**src/rtl/imm_extend_pipe.sv**
```systemverilog
// Two-stage immediate extractor/extender with valid/ready flow control.
// Ports: clk, rst_n, in_valid/in_ready/in_instr/in_mode, flush, cnt_clr,
//   out_valid/out_ready/out_imm/out_err, err_cnt (saturating error count).
module imm_extend_pipe #(
  parameter int DATA_W     = 64,
  parameter int BR_SHIFT   = 2,
  parameter bit SHIFT12_EN = 1'b1
) (
  input  logic              clk,
  input  logic              rst_n,
  input  logic              in_valid,
  output logic              in_ready,
  input  logic [31:0]       in_instr,
  input  logic [2:0]        in_mode,
  input  logic              flush,
  input  logic              cnt_clr,
  output logic              out_valid,
  input  logic              out_ready,
  output logic [DATA_W-1:0] out_imm,
  output logic              out_err,
  output logic [7:0]        err_cnt
);

  typedef struct packed {
    logic [31:0] instr;
    logic [2:0]  mode;
  } s1_t;

  s1_t  s1;
  logic s1_valid;
  logic s2_valid;
  logic s2_load;
  logic s1_adv;
  logic s1_load;

  logic [63:0] imm64;
  logic        err_c;
  logic        unused;

  assign unused = ^s1.instr[31:26];

  assign s2_load   = !s2_valid || out_ready;
  assign s1_adv    = s1_valid && s2_load;
  assign s1_load   = !s1_valid || s1_adv;
  assign in_ready  = s1_load;
  assign out_valid = s2_valid;

  always_comb begin
    imm64 = '0;
    err_c = 1'b0;
    unique case (1'b1)
      (s1.mode == 3'd0): begin
        imm64 = {52'd0, s1.instr[21:10]};
        if (SHIFT12_EN && s1.instr[22])
          imm64 = imm64 << 12;
      end
      (s1.mode == 3'd1): begin
        imm64 = {{55{s1.instr[20]}},
                 s1.instr[20:12]};
      end
      (s1.mode == 3'd2): begin
        imm64 = {{38{s1.instr[25]}},
                 s1.instr[25:0]} << BR_SHIFT;
      end
      (s1.mode == 3'd3): begin
        imm64 = {{45{s1.instr[23]}},
                 s1.instr[23:5]} << BR_SHIFT;
      end
      (s1.mode == 3'd4): begin
        imm64 = {48'd0, s1.instr[20:5]}
                << {s1.instr[22:21], 4'd0};
        // A 32-bit result cannot hold hw=2/3.
        if (DATA_W == 32 && s1.instr[22]) begin
          imm64 = '0;
          err_c = 1'b1;
        end
      end
      default: begin
        imm64 = '0;
        err_c = 1'b1;
      end
    endcase
  end

  always_ff @(posedge clk or negedge rst_n) begin
    if (!rst_n) begin
      s1_valid <= 1'b0;
      s1       <= '0;
      s2_valid <= 1'b0;
      out_imm  <= '0;
      out_err  <= 1'b0;
    end else begin
      if (flush)
        s1_valid <= 1'b0;
      else if (s1_load)
        s1_valid <= in_valid;

      if (s1_load && in_valid) begin
        s1.instr <= in_instr;
        s1.mode  <= in_mode;
      end

      if (flush)
        s2_valid <= 1'b0;
      else if (s2_load)
        s2_valid <= s1_valid;

      // Data only moves with a real result, so it
      // holds while stalled.
      if (s1_adv) begin
        out_imm <= imm64[DATA_W-1:0];
        out_err <= err_c;
      end
    end
  end

  always_ff @(posedge clk or negedge rst_n) begin
    if (!rst_n)
      err_cnt <= 8'd0;
    else if (cnt_clr)
      err_cnt <= 8'd0;
    else if (out_valid && out_ready && out_err
             && err_cnt != 8'hFF)
      err_cnt <= err_cnt + 8'd1;
  end

endmodule
```
**config.mk**
```make
export PLATFORM = sky130hd
export DESIGN_NAME = imm_extend_pipe
export DESIGN_NICKNAME = d
export VERILOG_FILES = /design/src/rtl/imm_extend_pipe.sv
export SDC_FILE = /design/constraint.sdc
export NUM_CORES = 1
export LEC_CHECK = 0
export CAP_MARGIN = 20
export CORE_MARGIN = 4
export CORE_UTILIZATION = 34
export CTS_BUF_LIST = sky130_fd_sc_hd__clkbuf_16
export DETAILED_ROUTE_END_ITERATION = 12
export DONT_BUFFER_PORTS = 1
export MAX_ROUTING_LAYER = met4
export SETUP_SLACK_MARGIN = 0.3
export SYNTH_ARGS = -nofsm -noshare
export SYNTH_HDL_FRONTEND = slang
export SYNTH_SLANG_ARGS = --single-unit
```
**constraint.sdc**
```tcl
create_clock -name clk -period 2.18 [get_ports clk]
set_input_delay 0.545 -clock clk [delete_from_list [all_inputs] [get_ports clk]]
set_output_delay 0.545 -clock clk [all_outputs]
set_load 0.01 [all_outputs]
```
Yosys cells after proc, flatten, opt, wreduce, memory -nomap -nowiden:

Index checks and enable logic that the tools add are counted.

* add/subtract/negate cells: 1
* equality and inequality tests: 5
* shift-type cells: 1
* multiplexer cells: 9
* reduce and logical (&&, ||, !) cells: 14

Operator list (count)
* 64-bit one-hot mux with 5 select lines: 1
* 16-bit by 6-bit << shifter with 64-bit output: 1
* 24-bit two-way mux: 1
* 8-bit two-way mux: 2
* 8-bit by 1-bit adder with 8-bit output, second input constant: 1
* 8-bit inequality test, second input constant: 1
* 3-bit by 2-bit equality test with 1-bit output, second input constant: 2
* 2-bit nonzero test: 3
* 1-bit logical AND: 5
* 1-bit two-way mux: 5
* 5-bit OR reduction: 1
* 3-bit by 1-bit equality test with 1-bit output, second input constant: 1
* 3-bit equality test, second input constant: 1
* 3-bit logical NOT: 1
* 1-bit logical NOT: 2
* 1-bit logical OR: 2

* register bits after elaboration: 104
* input bits: 41
* output and inout bits: 75
* logic and storage cells: 37

Depth between registers and ports, before layout:

* depth after elaboration: 6
* mapped depth: 7
* mapped depth without buffers: 5

Worst setup path after synthesis:

Ideal clock, no wire load.

* path type: input port to flip-flop
* start: in out_ready
* end: reg s1[18] in the netlist's numbering
* setup time: 125 ps
* arrival: 1586 ps
* data required time: 2055 ps
* setup slack: 470 ps
* stages: 6
* buffers on the path: 2
* path through: nor2b_1 nand2_1 nand2_1 buf_4 buf_4 mux2_2

* cells in the longest elaborated chain, start to end: 4

RTL lines
* from (decl): RTL line 18 `input logic out_ready,`
* 1-bit logical OR: RTL line 42 `assign s2_load = !s2_valid || out_ready;`
* 1-bit logical AND: RTL line 43 `assign s1_adv = s1_valid && s2_load;`
* 1-bit logical OR: RTL line 44 `assign s1_load = !s1_valid || s1_adv;`
* named net in_ready: RTL line 12 `output logic in_ready,`
* 1-bit logical AND: RTL line 98 `if (s1_load && in_valid) begin`
* to (decl): RTL line 29 `s1_t s1;`

The timed path passes the listed nets, and every way through them passes these cells.
A chain may end at the register's enable or synchronous reset.

Final worst setup path:

* start: reg s2_valid, in the netlist out_valid
* end: reg out_imm[38]

* cells in the longest elaborated chain, start to end: 3

RTL lines
* from (decl): RTL line 31 `logic s2_valid;`
* from (signal assigned): RTL line 106 `s2_valid <= s1_valid;`
* 1-bit logical NOT: RTL line 42
* 1-bit logical OR: RTL line 42
* 1-bit logical AND: RTL line 43
* to (signal assigned): RTL line 111 `out_imm <= imm64[DATA_W-1:0];`
* to (decl): RTL line 19 `output logic [DATA_W-1:0] out_imm,`

No other way between the ends.

==> out/metrics.csv <==
metric;value;unit
status;complete, but fails checks;
violations;hold timing;
area_growth;11.54;%
p_comb_share;13.1;%
crit_fanout;22;
clk_latency;0.35;ns
cp_data_required_time;2.42;ns
cts.clk_slew.worst_paths;0.07;ns
netlist_instances;408;
syn_area;4888;sq um
rsz0062_at_grt;false;
netSwitchingPower;1.474;mW
finClkSkew;0.008135;ns
dieArea;16360;sq um
dp_hpwl;9.389;mm
wl;14.25;mm
yosys_most_used_dff;dfrtp_1;
p_int;3.427;mW
cts_buffers;9;
dieWidth;127.9;um
first_pass_iters;4;
ys_seq_elements;104;
hold_path_class;in -> async;
layout_setup_ws;0.4204;ns
final_common_cell;dfrtp_1;
critical_path_class;reg -> reg;
setup-tns-final;0;ns
synth_nets;450;
gr-total-overflow;0;
nNetsFinal;439;
drive_gt1_share;22.89;%
final_util;38.98;%
leakage;2.350;nW
row_count;43;
io_buffers;0;
dieHeight;127.9;um
cts_tree;done;
ys_warn_count;0;
grt_max_degree;105;
root_buffer;clkbuf_16;
grt_pass1_vias;3687;
swShare;30.07;%
power.density;898.7;nW/um^2
htree_levels;3;
period_minus_slack;1.760;ns
crit_top_cell;buf_4;
via_per_inst;6.034;
cp_slowest_stage_delay;0.46;ns
place_ws;0.09340;ns
cap_violations;0;
initial_core_util;34.95;%
synth_edf_count;0;
irDropWorstVdd;0.3867;mV
setup.worst_path.end_class;register;
drc;0;
critPathArrivalTime;2.00;ns
crit_chain;nand2b_2 > buf_4 > nand2_2 > buf_4 > a221o_1;
hold_viol_final;104;
max_slew_margin;62.34;%
power_frac_clock;33.7;%
max_freq;0.5683;GHz
postSynthAreaPerCell;11.98;sq um
numClockSinks;104;
finalSetupViolCount;0;
drt_iter0_markers;252;
clk_path_buf_depth;2;
ys_seq_area_share;53.24;%
cp_slowest_cell;dfrtp_1;
synth-async-reset-ratio;100.0;%
grt_pass1_wl;22.00;mm
final_cell_mix;dfrtp_1, a221o_1, mux2_2;
grt.total_usage;18.19;%
synth_cell_type_count;53;
coreArea;13990;sq um
vias;3530;
fin_hold_ws;-0.1177;ns
tightest_slew;0.5649;ns
globalplace.congestion;0.8571;
ioPinCount;116;
start_kind;register;
period_share;80.72;%
antenna_found_initial;3;
post_drt_wl_per_cell;24.35;um
pwr-share-seq;53.2;%
drtAntennaViolNets;0;
finalMaxSlewViolations;0;
==> worst max-delay path, delay by kind of cell (launching register included) <==
kind,cells,cell delay [ns]
and+or+nand+nor,2,0.35
DFF,1,0.46
AOI/OAI and AO/OA,1,0.37
buffers and inverters,2,0.46
==> path summary, 6_finish.rpt <==
path / start / end / slack, ns / cells past startpoint
setup / recovery: out_valid / out_imm[38] / 0.42 / 5
hold / removal: rst_n / s1[8] / -0.12 / 0
setup reg to reg: out_valid / out_imm[38] / 0.42 / 5
hold reg to reg: s1[6] / s1[6] / 0.51 / 1
max in group asynchronous: rst_n / out_imm[21] / 2.16 / 0
min in group clk: cnt_clr / err_cnt[5] / 0.25 / 1
==> state kept, by name, summed over array words and instances, names as in the netlist <==
register,count
out_err,1
s1_valid,1
out_imm,64
s1,29
err_cnt,8
out_valid,1
==> cell families after synthesis <==
group	after synthesis	synth area share, %
adder cells (fa/ha/maj)	1	0.2559
buffers and inverters	48	5.272
multiplexers	41	9.368
XOR/XNOR	4	0.7168
AND/OR/NAND/NOR	86	10.62
flip-flops	104	53.24
AO/OA/AOI/OAI	124	20.53
==> through the flow <==
stage          cell area [sq um]  std cells  power [mW]
4_1_cts                     5360        578       4.940
2_1_floorplan               4888        408       3.021
5_1_grt                     5453        585       5.115
3_5_place_dp                5037        561       3.265
3_3_place_gp                5037        561       3.236
6_report                    5453        585       4.901
==> timing repair <==
item	in CTS	in global routing
resized for setup	2	7
gates cloned	1	0
pin swaps	1	2
endpoints found under the hold margin	104	104
buffers inserted	0	4
setup endpoints to repair	48	51
==> layout make-up <==
type	count	area (sq um)
antenna	3	7.507
fill	1359	8536
clock buffer	9	225.2
tap	180	225.2
multi-input combinational	257	2082
clock inverter	7	76.32
inverter	1	3.754
timing repair buffer	24	230.2
sequential	104	2603
==> metal layers <==
layer / routed length (um) / up-vias / GRT usage (%)
met4: 429 / 0 / 8.926
met1: 5864 / 1766 / 22.71
li1: - / 1571 / -
met3: 1316 / 35 / 5.917
met5: 0 / - / -
met2: 6636 / 158 / 26.59
==> synth_stat cells, types with 2 or more instances <==
library cell  instances  area [sq um]
dfrtp_1             104          2603
a221o_1              47         470.5
mux2_2               34         382.9
clkbuf_1             19         71.32
nor2_1               19         71.32
a21oi_1              18         90.09
nand2_1              16         60.06
a22oi_1              13         97.59
buf_2                11         55.05
nand3_1              11         55.05
and3_1               10         62.56
o22ai_1               8         50.05
a221oi_1              7         61.31
buf_4                 7         52.55
o21ai_0               7         35.03
a211o_1               6         52.55
mux2i_1               6         60.06
nor3_1                6         30.03
a32oi_1               5         43.79
buf_1                 5         18.77
buf_6                 5         56.30
nor3b_4               3         56.30
o211ai_1              3         22.52
xor2_1                3         26.28
a211oi_1              2         15.01
a31oi_1               2         12.51
nand3b_1              2         15.01
nor2b_1               2         12.51
o31ai_1               2         15.01
or4_1                 2         15.01
==> power groups by stage <==
stage                     clock [mW]  sequential [mW]  combinational [mW]
final                           1.65             2.61               0.643
after global placement             0             2.64               0.593
after floorplan                    0             2.45               0.567
after CTS                       1.70             2.61               0.630
after global routing            1.77             2.65               0.704
after detailed placement           0             2.65               0.615
(Power assumes the default switching activity.)
